--- src/rtl/linescanner_acquisition_controller.sv ---
// Line-scan acquisition sequencer: arms capture per line, counts pixels, paces lines and frames.
// Outputs are registered from the next state, so they match the state they describe; start is ignored while busy.
module linescanner_acquisition_controller #(
  parameter int PIXELS_PER_LINE    = 1024,
  parameter int LINES_PER_FRAME    = 512,
  parameter int LINE_PERIOD_CLOCKS = 2000,
  parameter int TIMEOUT_CLOCKS     = 4095
) (
  input  logic        pixel_clock,
  input  logic        reset,
  input  logic        start,
  input  logic        stop,
  input  logic        continuous,
  input  logic        lval,
  input  logic        pixel_valid,
  output logic        capture_enable,
  output logic        busy,
  output logic        line_done,
  output logic        frame_done,
  output logic [15:0] line_index,
  output logic [15:0] pixel_count,
  output logic        error_pixel_count,
  output logic        error_timeout
);

  typedef enum logic [2:0] {
    IDLE,
    ARM,
    WAIT_LVAL,
    COUNT,
    LINE_END,
    WAIT_PERIOD
  } state_t;

  localparam logic [31:0] PERIOD_LAST = 32'(LINE_PERIOD_CLOCKS - 1);
  localparam logic [31:0] TIMEOUT_LIM = 32'(TIMEOUT_CLOCKS);
  localparam logic [15:0] PIX_EXPECT  = 16'(PIXELS_PER_LINE);
  localparam logic [15:0] LAST_LINE   = 16'(LINES_PER_FRAME - 1);

  state_t      state;
  state_t      state_nxt;
  logic        lval_d;
  logic        stop_pending;
  logic [31:0] period_cnt;
  logic [31:0] timeout_cnt;
  logic [31:0] timeout_inc;
  logic        lval_rise;
  logic        lval_fall;
  logic        stop_seen;
  logic        last_line;
  logic        timeout_hit;
  logic        start_accept;

  assign lval_rise    = lval & ~lval_d;
  assign lval_fall    = ~lval & lval_d;
  assign stop_seen    = stop_pending | stop;
  assign last_line    = (line_index == LAST_LINE);
  assign timeout_inc  = timeout_cnt + 32'd1;
  assign timeout_hit  = (timeout_inc >= TIMEOUT_LIM);
  assign start_accept = (state == IDLE) && (state_nxt == ARM);

  always_ff @(posedge pixel_clock) begin
    if (reset) begin
      state <= IDLE;
    end else begin
      state <= state_nxt;
    end
  end

  // A line start seen in the same cycle as the timeout limit wins over the timeout.
  always_comb begin
    state_nxt = state;
    case (state)
      IDLE: begin
        if (start && !stop) state_nxt = ARM;
      end
      ARM: begin
        state_nxt = WAIT_LVAL;
      end
      WAIT_LVAL: begin
        if (lval_rise)        state_nxt = COUNT;
        else if (timeout_hit) state_nxt = IDLE;
      end
      COUNT: begin
        if (lval_fall) state_nxt = LINE_END;
      end
      LINE_END: begin
        if (last_line) state_nxt = (continuous && !stop_seen) ? WAIT_PERIOD : IDLE;
        else           state_nxt = stop_seen ? IDLE : WAIT_PERIOD;
      end
      WAIT_PERIOD: begin
        if (stop_seen)                      state_nxt = IDLE;
        else if (period_cnt >= PERIOD_LAST) state_nxt = ARM;
      end
      default: begin
        state_nxt = IDLE;
      end
    endcase
  end

  always_ff @(posedge pixel_clock) begin
    if (reset) begin
      capture_enable <= 1'b0;
      busy           <= 1'b0;
      line_done      <= 1'b0;
      frame_done     <= 1'b0;
      lval_d         <= 1'b0;
      stop_pending   <= 1'b0;
    end else begin
      capture_enable <= (state_nxt == ARM) || (state_nxt == WAIT_LVAL) ||
                        (state_nxt == COUNT) || (state_nxt == LINE_END);
      busy           <= (state_nxt != IDLE);
      line_done      <= (state_nxt == LINE_END);
      frame_done     <= (state_nxt == LINE_END) && last_line;
      lval_d         <= lval;
      if (state_nxt == IDLE) begin
        stop_pending <= 1'b0;
      end else if (stop && ((state == ARM) || (state == WAIT_LVAL) ||
                            (state == COUNT) || (state == LINE_END))) begin
        stop_pending <= 1'b1;
      end
    end
  end

  // Period counter reads zero during ARM so successive ARMs sit LINE_PERIOD_CLOCKS apart.
  always_ff @(posedge pixel_clock) begin
    if (reset) begin
      period_cnt  <= '0;
      timeout_cnt <= '0;
    end else begin
      if (state_nxt == ARM) begin
        period_cnt <= '0;
      end else if ((state != IDLE) && (period_cnt != '1)) begin
        period_cnt <= period_cnt + 32'd1;
      end
      if (state == ARM) begin
        timeout_cnt <= '0;
      end else if (state == WAIT_LVAL) begin
        timeout_cnt <= timeout_inc;
      end
    end
  end

  always_ff @(posedge pixel_clock) begin
    if (reset) begin
      line_index  <= '0;
      pixel_count <= '0;
    end else begin
      if (start_accept) begin
        line_index <= '0;
      end else if (state == LINE_END) begin
        line_index <= last_line ? 16'd0 : line_index + 16'd1;
      end
      if ((state == WAIT_LVAL) && lval_rise) begin
        pixel_count <= '0;
      end else if ((state == COUNT) && pixel_valid && (pixel_count != 16'hFFFF)) begin
        pixel_count <= pixel_count + 16'd1;
      end
    end
  end

  always_ff @(posedge pixel_clock) begin
    if (reset) begin
      error_pixel_count <= 1'b0;
      error_timeout     <= 1'b0;
    end else if (start_accept) begin
      error_pixel_count <= 1'b0;
      error_timeout     <= 1'b0;
    end else begin
      if ((state == LINE_END) && (pixel_count != PIX_EXPECT)) error_pixel_count <= 1'b1;
      if ((state == WAIT_LVAL) && (state_nxt == IDLE))        error_timeout     <= 1'b1;
    end
  end

endmodule

--- config.mk ---
export PLATFORM = sky130hd
export DESIGN_NAME = linescanner_acquisition_controller
export DESIGN_NICKNAME = d
export VERILOG_FILES = /design/src/rtl/linescanner_acquisition_controller.sv
export SDC_FILE = /design/constraint.sdc
export NUM_CORES = 1
export LEC_CHECK = 0
export CAP_MARGIN = 30
export CELL_PAD_IN_SITES_DETAIL_PLACEMENT = 2
export CELL_PAD_IN_SITES_GLOBAL_PLACEMENT = 2
export CORE_ASPECT_RATIO = 1.25
export CORE_MARGIN = 5
export CORE_UTILIZATION = 35
export CTS_BUF_LIST = sky130_fd_sc_hd__clkbuf_16
export CTS_CLUSTER_DIAMETER = 50
export CTS_CLUSTER_SIZE = 40
export DETAILED_ROUTE_END_ITERATION = 6
export PLACE_DENSITY_LB_ADDON = 0.1
export SLEW_MARGIN = 15
export SYNTH_ARGS = -nofsm -noshare
export SYNTH_HDL_FRONTEND = slang
export SYNTH_SLANG_ARGS = --single-unit
--- constraint.sdc ---
create_clock -name pixel_clock -period 2.6 [get_ports pixel_clock]
set_input_delay 0.52 -clock pixel_clock [delete_from_list [all_inputs] [get_ports pixel_clock]]
set_output_delay 0.52 -clock pixel_clock [all_outputs]
set_load 0.02 [all_outputs]
---- Word-level counts from Yosys, hierarchy flattened ----
Index checks and enable logic that the tools add are counted.
storage, ports and cells
  register bits ........................... 107
  input bits .............................. 7
  output and inout port bits .............. 38
operators by class
  $add $sub $neg .......................... 4
  order comparisons ....................... 2
  equality and inequality tests ........... 13
  muxes and demuxes ....................... 11
  bitwise logic cells ..................... 5
  reductions and logical operators ........ 28
operators with widths
  kind                                                                       count
  32-bit by 1-bit adder with 32-bit output, second input constant            2
  16-bit by 1-bit adder with 16-bit output, second input constant            2
  32-bit by 11-bit >= comparator with 1-bit output, second input constant    1
  32-bit by 12-bit >= comparator with 1-bit output, second input constant    1
  32-bit inequality test, second input constant                              1
  3-bit 2-to-1 mux                                                           9
  3-bit case mux with 6 select lines                                         1
  16-bit by 9-bit == test with 1-bit output, second input constant           1
  16-bit 2-to-1 mux                                                          1
  16-bit by 11-bit inequality test with 1-bit output, second input constant  1
  16-bit inequality test, second input constant                              1
  3-bit by 2-bit == test with 1-bit output, second input constant            4
  1-bit logical AND                                                          11
  2-bit OR reduction                                                         5
  3-bit == test, second input constant                                       3
  3-bit by 1-bit == test with 1-bit output, second input constant            2
  3-bit zero test                                                            2
  1-bit logical OR                                                           6
  3-bit nonzero test                                                         2
  1-bit bitwise AND                                                          2
  1-bit zero test                                                            2
  1-bit inverter                                                             2
  1-bit bitwise OR                                                           1

---- Depth between registers and ports, before layout ----
  depth in word-level cells ............... 10
  depth in mapped cells ................... 9
  gate-level depth less buffers ........... 8

---- Least setup slack after synthesis ----
OpenSTA, ideal clock, no wires.
  path kind ............................... register to register
  start point ............................. register timeout_cnt[1]
  end point ............................... register error_timeout
  arrival ................................. 2.120 ns
  setup slack ............................. 0.363 ns
  stages on the path, launching flop included .. 9
  buffers on the path ..................... 0
  clock period less this slack ............ 2.237 ns
  path through ............................ dfxtp_1 -> ha_1 -> nand4_4 -> or3_1 -> o21a_1 -> nor4_1 -> and4_1 -> nand3_1 -> a22o_1
between the ends
  word-level cells in the longest chain between the ends .. 8
  elaborated cells on any way between the ends .. 10
  those cells by class .................... 1 x add/sub; 1 x order compare; 1 x eq/ne; 3 x mux; 4 x reduce/logical
RTL lines
  element                                             line  RTL
  from (decl)                                         45    logic [31:0] timeout_cnt;
  from (signal assigned)                              139   timeout_cnt <= timeout_inc;
  32-bit by 1-bit adder with 32-bit output *          58    assign timeout_inc = timeout_cnt + 32'd1;
  32-bit by 12-bit >= comparator with 1-bit output *  59    assign timeout_hit = (timeout_inc >= TIMEOUT_LIM);
  3-bit 2-to-1 mux *                                  82    else if (timeout_hit) state_nxt = IDLE;
  3-bit 2-to-1 mux *                                  81    if (lval_rise) state_nxt = COUNT;
  3-bit case mux with 6 select lines *                73    case (state)
  3-bit by 1-bit == test with 1-bit output            60    assign start_accept = (state == IDLE) && (state_nxt == ARM);
  1-bit logical AND                                   60
  2-bit OR reduction (no line)                        --
  to (signal assigned)                                165   error_timeout <= 1'b0;
  to (signal assigned)                                168   error_timeout <= 1'b0;
  to (signal assigned)                                171   if ((state == WAIT_LVAL) && (state_nxt == IDLE)) error_timeout <= 1'b1;
  to (decl)                                           23    output logic error_timeout
Every way passes the cells marked *; elsewhere a longest branch is shown, timed or not.
A chain may end at the register's enable or synchronous reset.

---- Worst setup path in the final report ----
  start point ............................. register timeout_cnt[8]
  end point ............................... register stop_pending
between the ends
  word-level cells in the longest chain between the ends .. 7
RTL lines
  element                                           line  RTL
  32-bit by 1-bit adder with 32-bit output          58
  32-bit by 12-bit >= comparator with 1-bit output  59
  3-bit 2-to-1 mux                                  82
  3-bit 2-to-1 mux                                  81
  3-bit case mux with 6 select lines                73
  3-bit zero test                                   116   if (state_nxt == IDLE) begin
  2-bit OR reduction (no line)                      --
  to (signal assigned)                              108   stop_pending <= 1'b0;
  to (signal assigned)                              117   stop_pending <= 1'b0;
  to (signal assigned)                              120   stop_pending <= 1'b1;
  to (decl)                                         43    logic stop_pending;
No other way between the ends.

==> key figures <==
Outcome
  • Status: completed

Cells and area
  • Commonest non-fill, non-tap cells in the layout: nor2_1, dfxtp_1, nand2_1, xor2_1, clkdlybuf4s50_1
  • NumNets Final: 767
  • Area growth, synth to finish: 22.1%
  • Share of cells above drive strength 1: 10.3%
  • Final core utilization: 43.6%
  • Fin area: 6820 µm²
  • Antenna cells: 0
  • Most common library cell in the layout ignoring fill and taps: nor2_1

Drt
  • Max Used Layer: met4
  • Routed wl met2: 9510 µm
  • WL/cell: 17.7 µm
  • DR WL met3: 285 µm
  • Drt pass-1 iters: 4
  • DRT met1 WL: 7120 µm
  • Total number of vias: 5161
  • Final routed DRC violation total: 0
  • Antenna Violating Nets Remaining: 0
  • Total wire length: 17100 µm
  • Via density: 5.33
  • 1st-iter DRT viols: 182

Clocking
  • Hold buffer count at CTS: 0
  • CTS H-tree lvls: 3
  • Sink Count: 107
  • Reg clk slew, reported paths: 0.07 ns
  • Clk_lat worst skew: 0.35 ns
  • Longest Clk Path Bufs: 2
  • CTS tree: done
  • Clock Root Buffer: clkbuf_16
  • Total CTS buffers: 9

Placed design
  • GP Congestion: 0.772
  • DP Area: 6460 µm²
  • Post-DP HPWL: 12800 µm
  • PortBufs: 44

Logic synthesis
  • Syn Inst Count: 688
  • Mapped cell area: 5580 µm²
  • Distinct cell type count after synthesis: 62
  • Synth async-reset ratio: 0%
  • Sequential share of the synthesized area: 38.4%
  • Net Count, Synth: 701
  • Number of synthesized flops with an enable pin: 0
  • Area leader, netlist: dfxtp_1
  • Flops & latches, synth: 107
  • Yosys warnings: 0
  • Ys flop type: dfxtp_1
  • Area share of the largest cell type after synthesis: 38.4%
  • Top post-synthesis cells by area: dfxtp_1, nor2_1, xor2_1
  • Synthesized area per cell: 8.12 µm²

Critical path
  • Max FO, Critical Path: 7
  • Startpoint types: register
  • R2r setup slk: 0.13 ns
  • Worst setup startpoint: timeout_cnt[8]
  • CP endpoint kind: register
  • Worst EP arrival: 2.70 ns
  • Critical Path Sink: stop_pending
  • Reg2reg start: timeout_cnt[8]
  • Worst r2r path cells: 7
  • Crit path kind: register to register
  • CP required: 2.83 ns
  • R2R Path End: stop_pending

Floorplan
  • Row Count: 51
  • Area of the core: 15600 µm²
  • Initial core utilization: 35.7%
  • Die area: 18600 µm²
  • Ports: 45
  • Die Ht: 151 µm
  • Chip width: 123 µm

GRT
  • Largest net degree at the start of global routing: 33
  • Total global routing track utilization: 18.9%
  • Vias in the first global route: 5743
  • Initial antenna violation count: 0
  • Global-route wire length before repair: 28300 µm
  • GRT overflow: 0

STA
  • Setup violators final: 0
  • RSZ-0062 raised after global routing: no
  • Slew Viols, Final: 0
  • Final Cycle Share: 94.8%
  • Final clock skew: 0.0103 ns
  • Fmax: 0.406 GHz
  • Worst slew pin tran: 0.665 ns
  • Final hold violations: 0
  • Fin crit period: 2.47 ns
  • Max_slew headroom: 55.3%
  • Fin Setup TNS: 0 ns

Power
  • Pleak: 2.27 nW
  • Peak VDD IR: 0.308 mV
  • Pwr/cell area: 513 nW/µm²

Min path
  • Worst min path class: register to register

Job
  • Max Cap Violations: 0
-- cell usage after synthesis (all sizes together) (3+ instances only) --
cell	n
nand4	37
buf	18
a21oi	14
clkbuf	12
and3	11
ha	6
and2	6
nand3	34
a31o	3
nor4b	6
or3	10
dfxtp	107
a211oi	3
inv	14
nand2b	3
nor3	18
nor2b	6
nand2	65
or4	6
and4	15
nand3b	3
nor2	133
xor2	54
o31ai	3
o21ai	12
xnor2	38
a31oi	7
nor4	17
-- where the power goes --
group | internal [mW] | switching [mW]
sequential | 1.66 | 0.0249
combinational | 0.0979 | 0.159
clock | 0.932 | 0.626
-- cell families (layout without fill, tap and decap cells) --
logic type | after synthesis | count (layout) | synth area share [%]
buf+inv | 44 | 113 | 3.54
simple gates | 376 | 376 | 34.6
fa+ha+maj | 7 | 7 | 1.52
compound gates | 59 | 59 | 6.99
mux | 3 | 3 | 0.560
xor+xnor | 92 | 92 | 14.4
flops | 107 | 107 | 38.4
-- worst min path at each step --
stage / cells after the start / to / from
floorplan: 2 / stop_pending / stop_pending
global placement: 2 / error_pixel_count / error_pixel_count
detailed placement: 2 / error_pixel_count / error_pixel_count
CTS: 2 / error_pixel_count / error_pixel_count
global route: 2 / error_pixel_count / error_pixel_count
finish: 2 / error_pixel_count / error_pixel_count
-- layer usage --
layer  up-vias  track usage, %
met1      2593            20.5
met5         -               0
met2        33            37.5
met3        15            2.99
li1       2520               -
met4         0            4.76
-- cell type report --
type / count / area [µm²]
clock inverter: 5 / 104
inverter: 14 / 52.6
sequential: 107 / 2140
tap: 212 / 265
multi-input combinational: 537 / 3260
clock buffer: 9 / 225
fill: 1786 / 8820
timing repair buffer: 85 / 768
-- flip-flops by register name (all words and copies together) (netlist names) --
| name | count |
|---|---|
| busy | 1 |
| line_index | 16 |
| timeout_cnt | 32 |
| error_timeout | 1 |
| frame_done | 1 |
| stop_pending | 1 |
| capture_enable | 1 |
| line_done | 1 |
| period_cnt | 32 |
| state | 3 |
| error_pixel_count | 1 |
| lval_d | 1 |
| pixel_count | 16 |
-- repair_timing --
| action | 4_1_cts | 5_1_grt |
|---|---|---|
| endpoints found under the setup margin | 12 | 33 |
| resized for setup | 1 | 2 |
| pin swaps | 1 | 0 |
| buffers inserted | 2 | 0 |
-- worst max-delay path: stages (launching register included) --
cell,delay (ns)
dfxtp_1,0.47
nand4_2,0.27
nor4_2,0.41
and4_1,0.29
mux2_2,0.36
o21a_1,0.19
a31oi_1,0.28
nor2_1,0.08
-- stage by stage --
step	hold slack, ns	worst slack [ns]	power [mW]	std cells
after global routing	0.527	0.0100	3.64	969
after global placement	0.455	0.0915	1.97	951
after CTS	0.492	0.0910	3.56	968
after detailed placement	0.469	-0.0867	1.98	952
final	0.479	0.135	3.50	969
after floorplan	0.438	0.363	1.86	688
No activity file was read; power rests on OpenSTA's default activity.
